[config.mk]
export PLATFORM = sky130hd
export DESIGN_NAME = gpio_apb_arbiter
export DESIGN_NICKNAME = d
export VERILOG_FILES = /design/src/rtl/gpio_apb_arbiter.sv
export SDC_FILE = /design/constraint.sdc
export NUM_CORES = 1
export LEC_CHECK = 0
export CORE_ASPECT_RATIO = 1.25
export CORE_MARGIN = 5
export CORE_UTILIZATION = 34
export CTS_BUF_LIST = sky130_fd_sc_hd__clkbuf_4 sky130_fd_sc_hd__clkbuf_8 sky130_fd_sc_hd__clkbuf_16
export DETAILED_ROUTE_END_ITERATION = 12
export PLACE_DENSITY = 0.81
export SYNTH_ARGS = -nofsm -noshare
export SYNTH_HDL_FRONTEND = slang
export SYNTH_SLANG_ARGS = --single-unit
[constraint.sdc]
create_clock -name PCLK -period 1.8 [get_ports PCLK]
set_input_delay 0.18 -clock PCLK [delete_from_list [all_inputs] [get_ports PCLK]]
set_output_delay 0.18 -clock PCLK [all_outputs]
set_load 0.02 [all_outputs]
[src/rtl/gpio_apb_arbiter.sv]
// Two-requester round-robin arbiter driving a single APB master port toward a GPIO slave.
// Each transfer runs IDLE -> SETUP -> ACCESS and ends with PREADY or a wait-state timeout abort.
module gpio_apb_arbiter #(
    parameter int PDATA_SIZE = 32,
    parameter int PADDR_SIZE = 4,
    parameter int TIMEOUT    = 16
) (
    input  logic                       PCLK,
    input  logic                       PRESETn,
    input  logic [1:0]                 req_i,
    input  logic [1:0]                 req_we_i,
    input  logic [2*PADDR_SIZE-1:0]    req_addr_i,
    input  logic [2*PDATA_SIZE-1:0]    req_wdata_i,
    input  logic [2*PDATA_SIZE/8-1:0]  req_strb_i,
    output logic [1:0]                 done_o,
    output logic [PDATA_SIZE-1:0]      rdata_o,
    output logic                       err_o,
    output logic [1:0]                 grant_o,
    output logic                       PSEL,
    output logic                       PENABLE,
    output logic                       PWRITE,
    output logic [PADDR_SIZE-1:0]      PADDR,
    output logic [PDATA_SIZE-1:0]      PWDATA,
    output logic [PDATA_SIZE/8-1:0]    PSTRB,
    input  logic [PDATA_SIZE-1:0]      PRDATA,
    input  logic                       PREADY,
    input  logic                       PSLVERR
);

    localparam int STRB_W = PDATA_SIZE / 8;
    localparam int CNT_W  = $clog2(TIMEOUT);

    typedef enum logic [1:0] {
        IDLE,
        SETUP,
        ACCESS
    } state_t;

    state_t             state_q;
    state_t             state_d;
    logic [1:0]         grant_q;
    logic               last_q;
    logic [CNT_W-1:0]   wait_q;

    logic               winner;
    logic               win_we;
    logic [PADDR_SIZE-1:0] win_addr;
    logic [PDATA_SIZE-1:0] win_wdata;
    logic [STRB_W-1:0]  win_strb;
    logic               timeout_hit;

    // Round-robin: on a tie the requester that did not own the bus last time wins.
    always_comb begin
        winner = 1'b0;
        unique case (req_i)
            2'b01:   winner = 1'b0;
            2'b10:   winner = 1'b1;
            2'b11:   winner = ~last_q;
            default: winner = 1'b0;
        endcase
        win_we    = req_we_i[winner];
        win_addr  = winner ? req_addr_i[2*PADDR_SIZE-1:PADDR_SIZE] : req_addr_i[PADDR_SIZE-1:0];
        win_wdata = winner ? req_wdata_i[2*PDATA_SIZE-1:PDATA_SIZE] : req_wdata_i[PDATA_SIZE-1:0];
        win_strb  = winner ? req_strb_i[2*STRB_W-1:STRB_W] : req_strb_i[STRB_W-1:0];
    end

    assign timeout_hit = (wait_q == CNT_W'(TIMEOUT - 1));
    assign grant_o     = grant_q;

    always_ff @(posedge PCLK or negedge PRESETn) begin
        if (!PRESETn) begin
            state_q <= IDLE;
        end else begin
            state_q <= state_d;
        end
    end

    always_comb begin
        state_d = state_q;
        PSEL    = 1'b0;
        PENABLE = 1'b0;
        done_o  = 2'b00;
        rdata_o = '0;
        err_o   = 1'b0;
        unique case (state_q)
            IDLE: begin
                if (|req_i) begin
                    state_d = SETUP;
                end
            end
            SETUP: begin
                PSEL    = 1'b1;
                state_d = ACCESS;
            end
            ACCESS: begin
                PSEL    = 1'b1;
                PENABLE = 1'b1;
                if (PREADY) begin
                    done_o  = grant_q;
                    rdata_o = PWRITE ? '0 : PRDATA;
                    err_o   = PSLVERR;
                    state_d = IDLE;
                end else if (timeout_hit) begin
                    done_o  = grant_q;
                    err_o   = 1'b1;
                    state_d = IDLE;
                end
            end
            default: state_d = IDLE;
        endcase
    end

    // Payload is captured once at grant so the slave sees it stable even if the requester lets go.
    always_ff @(posedge PCLK or negedge PRESETn) begin
        if (!PRESETn) begin
            grant_q <= 2'b00;
            last_q  <= 1'b1;
            wait_q  <= '0;
            PWRITE  <= 1'b0;
            PADDR   <= '0;
            PWDATA  <= '0;
            PSTRB   <= '0;
        end else begin
            if (state_q == IDLE && |req_i) begin
                grant_q <= winner ? 2'b10 : 2'b01;
                last_q  <= winner;
                wait_q  <= '0;
                PWRITE  <= win_we;
                PADDR   <= win_addr;
                PWDATA  <= win_wdata;
                PSTRB   <= win_we ? win_strb : '0;
            end else if (state_q == ACCESS) begin
                if (state_d == IDLE) begin
                    grant_q <= 2'b00;
                end else begin
                    wait_q <= wait_q + CNT_W'(1);
                end
            end
        end
    end

endmodule

==> results.txt <==
----------------------------------------------------
[Status]
  Run status ... finished clean

[Die]
  Initial cell density of the core ... 0.3497
  Die width ... just under 90 µm
  Die outline height ... between 100 and 150 µm
  Full die area ... ~9500 µm²
  Core Area ... 7445 µm²
  Cell Rows ... 35
  Top-level I/O count ... 200

[Setup path]
  Largest fanout of any net on the critical path ... 8
  Register-to-register setup slack ... 0.10 ns
  Family of cells with the greatest summed delay on the critical path ... simple AND/OR/NAND/NOR gates
  Cell seen most often among critical-path stages ... buf_6
  Origin of the worst setup path ... state_q[0]
  Worst setup SP type ... flop
  Crit path DAT ... about 1.6 ns
  Destination of the critical timing path ... rdata_o[1]
  Worst reg2reg path depth ... 8
  Number of buffers and inverters on the critical path ... 3
  Capture point of the worst reg-to-reg path ... grant_o[0]
  Reg-to-reg startpoint ... state_q[1]
  Critical path capture point type ... output pin
  Crit-path cells ... inv_2, ha_4, nand2_4, nor2_4, buf_6, and2_2, buf_6
  Required time at the endpoint of the critical path ... between 1.5 and 2 ns
  Largest stage delay on the critical path ... roughly 0.4 ns
  Crit. path cell count ... 7
  Crit path max-delay cell type ... dfrtp_1
  Category of the most critical setup path ... flop to output pin

[Global routing]
  Largest net degree at the start of global routing ... 37
  Tot GR Track Use ... 0.2211
  Vias in the first global route ... 3262
  Wire length of the first global-routing pass ... ~16000 µm
  Overflow left after global routing ... 0
  Antenna violations before repair ... 0

[Power and ir drop]
  Power density over cell area ... approximately 1400 nW/µm²
  Worst vdd ir ... just under 0.9 mV
  Leakage power ... about 0.0023 µW

[Synth]
  Top post-synthesis cells by area ... dfrtp_1 (47%), nand2_1 (14%), a32oi_1 (12%)
  Number of distinct library cells after synthesis ... 31
  Area leader, netlist ... dfrtp_1
  Sequential fraction of the synthesis area ... 0.4810
  Cell area after technology mapping ... between 2000 and 3000 µm²
  Synth Warn # ... 0
  Number of cells produced by synthesis ... 286
  Top-area cell type share of the netlist area ... 0.4709
  Mapped Nets ... 410
  Synthesized area divided by synthesized cell count ... 9.104 µm²
  Register bit total from synthesis ... 50

[Finish]
  Number of diodes ... 0
  Layout-stage area growth over the synthesis result ... 96.97%
  Final core area utilization ... 0.6889
  Number of fill cells in the layout ... ~600
  Fraction of layout cells with a size suffix above 1 ... 0.2360
  Count of nets after finishing ... roughly 620

[Detailed routing]
  First-pass iteration count of the detailed router ... 5
  Final routed wire length divided by cell count ... 18.57 µm
  Vias per Instance ... 5.139
  DRC violations left ... 0
  DRC violation total after the first TritonRoute iteration ... 104
  Total Routed Length ... about 11000 µm
  Vias post-DR ... about 3000
  Number of routed nets with antenna violations ... 0

[STA]
  Worst slew slack as a fraction of its limit ... 0.6476
  Setup Viol. Count Final ... 0
  Share of the clock period used by the worst path ... 0.9971
  Layout Skew ... about 0.0050 ns
  Hold slack final ... between 0.3 and 0.4 ns
  Post-layout min period ... approximately 1.8 ns
  Highest clock rate ... 557.2 MHz
  Worst slew pin tran ... roughly 0.53 ns
  Final max-slew violation count ... 0
  Hold Fails Final Rpt ... 0
  RSZ-0062 raised after global routing ... true

[CTS]
  Buffer cell driving the clock tree root ... clkbuf_8
  Number of sinks handled by clock tree synthesis ... 50
  Clock buffer count from CTS ... 5
  Clock tree buffer depth ... 2
  Later-pin clock latency in the skew report ... between 0.2 and 0.3 ns
  H-Tree Level Count ... 2
  Clock transition at the registers of the reported paths ... 0.09 ns
  CTS tree ... yes

[Placed design]
  Post-detailed-placement half-perimeter wirelength ... 8247 µm
  PortBufs ... 199
  Placer congestion estimate ... between 0.7 and 0.8

[Run]
  Max-Cap Viols ... 0

[Hold path]
  Type of the worst min-delay path ... input pin to asynchronous set/reset pin

----------------------------------------------------
cell usage in the layout (no fill, tap or decap), drive strengths merged, types with 2 or more instances in the layout:
master,n
nor2,4
a21oi,5
dlygate4sd2,2
o21ai,7
clkbuf,8
mux2i,8
inv,4
a32oi,36
and2,32
and3,2
buf,62
dfrtp,49
nand2b,6
nand2,94
ha,4
clkdlybuf4s50,161
a21boi,2
o21a,2
cells by family after synthesis:
logic type	share of synthesized area
buffers and inverters	0.04565
AO/OA/AOI/OAI	0.1735
adder cells (fa/ha/maj)	0.01922
flip-flops	0.4810
AND/OR/NAND/NOR	0.2456
multiplexers	0.03508
synthesized netlist by cell type:
| library cell | n |
|---|---|
| a21boi_1 | 1 |
| a21boi_2 | 1 |
| a21oi_1 | 5 |
| a31o_2 | 1 |
| a31oi_1 | 1 |
| a32oi_1 | 36 |
| and2_1 | 32 |
| and3_1 | 2 |
| buf_2 | 11 |
| buf_4 | 2 |
| clkbuf_1 | 9 |
| dfrtp_1 | 49 |
| dfstp_2 | 1 |
| ha_1 | 4 |
| inv_1 | 4 |
| mux2_1 | 1 |
| mux2i_1 | 8 |
| nand2_1 | 94 |
| nand2b_1 | 6 |
| nand4_1 | 1 |
| nor2_1 | 2 |
| nor2_4 | 1 |
| nor3_1 | 1 |
| nor4_1 | 1 |
| o21a_1 | 2 |
| o21ai_0 | 2 |
| o21ai_1 | 4 |
| o21ai_2 | 1 |
| o221ai_1 | 1 |
| o22ai_1 | 1 |
| o32ai_1 | 1 |
metrics by stage:
stage                     instances  setup TNS (ns)  total power [µW]  setup WS [ns]  instance area [µm²]
after floorplan                 286               0              4228        0.03519                 2644
after global placement          575          -11.07              6221        -0.1791                 4821
after detailed placement        575          -13.43              6343        -0.2452                 4821
after CTS                       591         -0.9954              7185       -0.08061                 4941
after global routing            592          -1.421              7794       -0.07583                 5129
final                           592               0              7300       0.005180                 5129
metal layers:
metal | track usage | vias to the layer above | part of all wire
met5 | 0 | - | 0
met4 | 0.1004 | 0 | 0.041
met3 | 0.08040 | 26 | 0.11
met2 | 0.4187 | 165 | 0.52
met1 | 0.2030 | 1434 | 0.33
li1 | - | 1417 | -
area by class of cell:
class                           instances  area [µm²]  share of cell area
Clock buffer                            8       91.34             0.01781
Tap cell                               92       115.1             0.02244
Multi-Input combinational cell        211        1374              0.2679
Inverter                                4       15.01            0.002928
Sequential cell                        50        1252              0.2442
Timing Repair Buffer                  227        2281              0.4447
timing repair:
item	CTS	global route
buffers inserted	3	3
pin swaps	1	15
resized for setup	150	86
gates cloned	4	0
endpoints found under the hold margin	21	0
endpoints found under the setup margin	76	46
hold buffers	1	0
state kept, by name, indices dropped and copies added (netlist names):
| name | cells |
|---|---|
| PADDR | 4 |
| PSTRB | 4 |
| PWDATA | 32 |
| PWRITE | 1 |
| grant_o | 2 |
| last_q | 1 |
| state_q | 2 |
| wait_q | 4 |
report_power, final:
group / internal, µW / leakage (µW) / switching [µW]
clock network: 323 / 0.0000498 / 358
registers: 1670 / 0.000617 / 343
logic: 2160 / 0.00160 / 2440
total: 4160 / 0.00227 / 3140
worst min-delay path by stage:
stage               slack, ns         end
global placement         0.18  PWDATA[15]
floorplan               -0.12    PADDR[0]
global route             0.39    PADDR[2]
CTS                      0.39    PADDR[2]
finish                   0.39  PWDATA[15]
detailed placement       0.19  PWDATA[15]
Power figures use the tool's default switching activity.
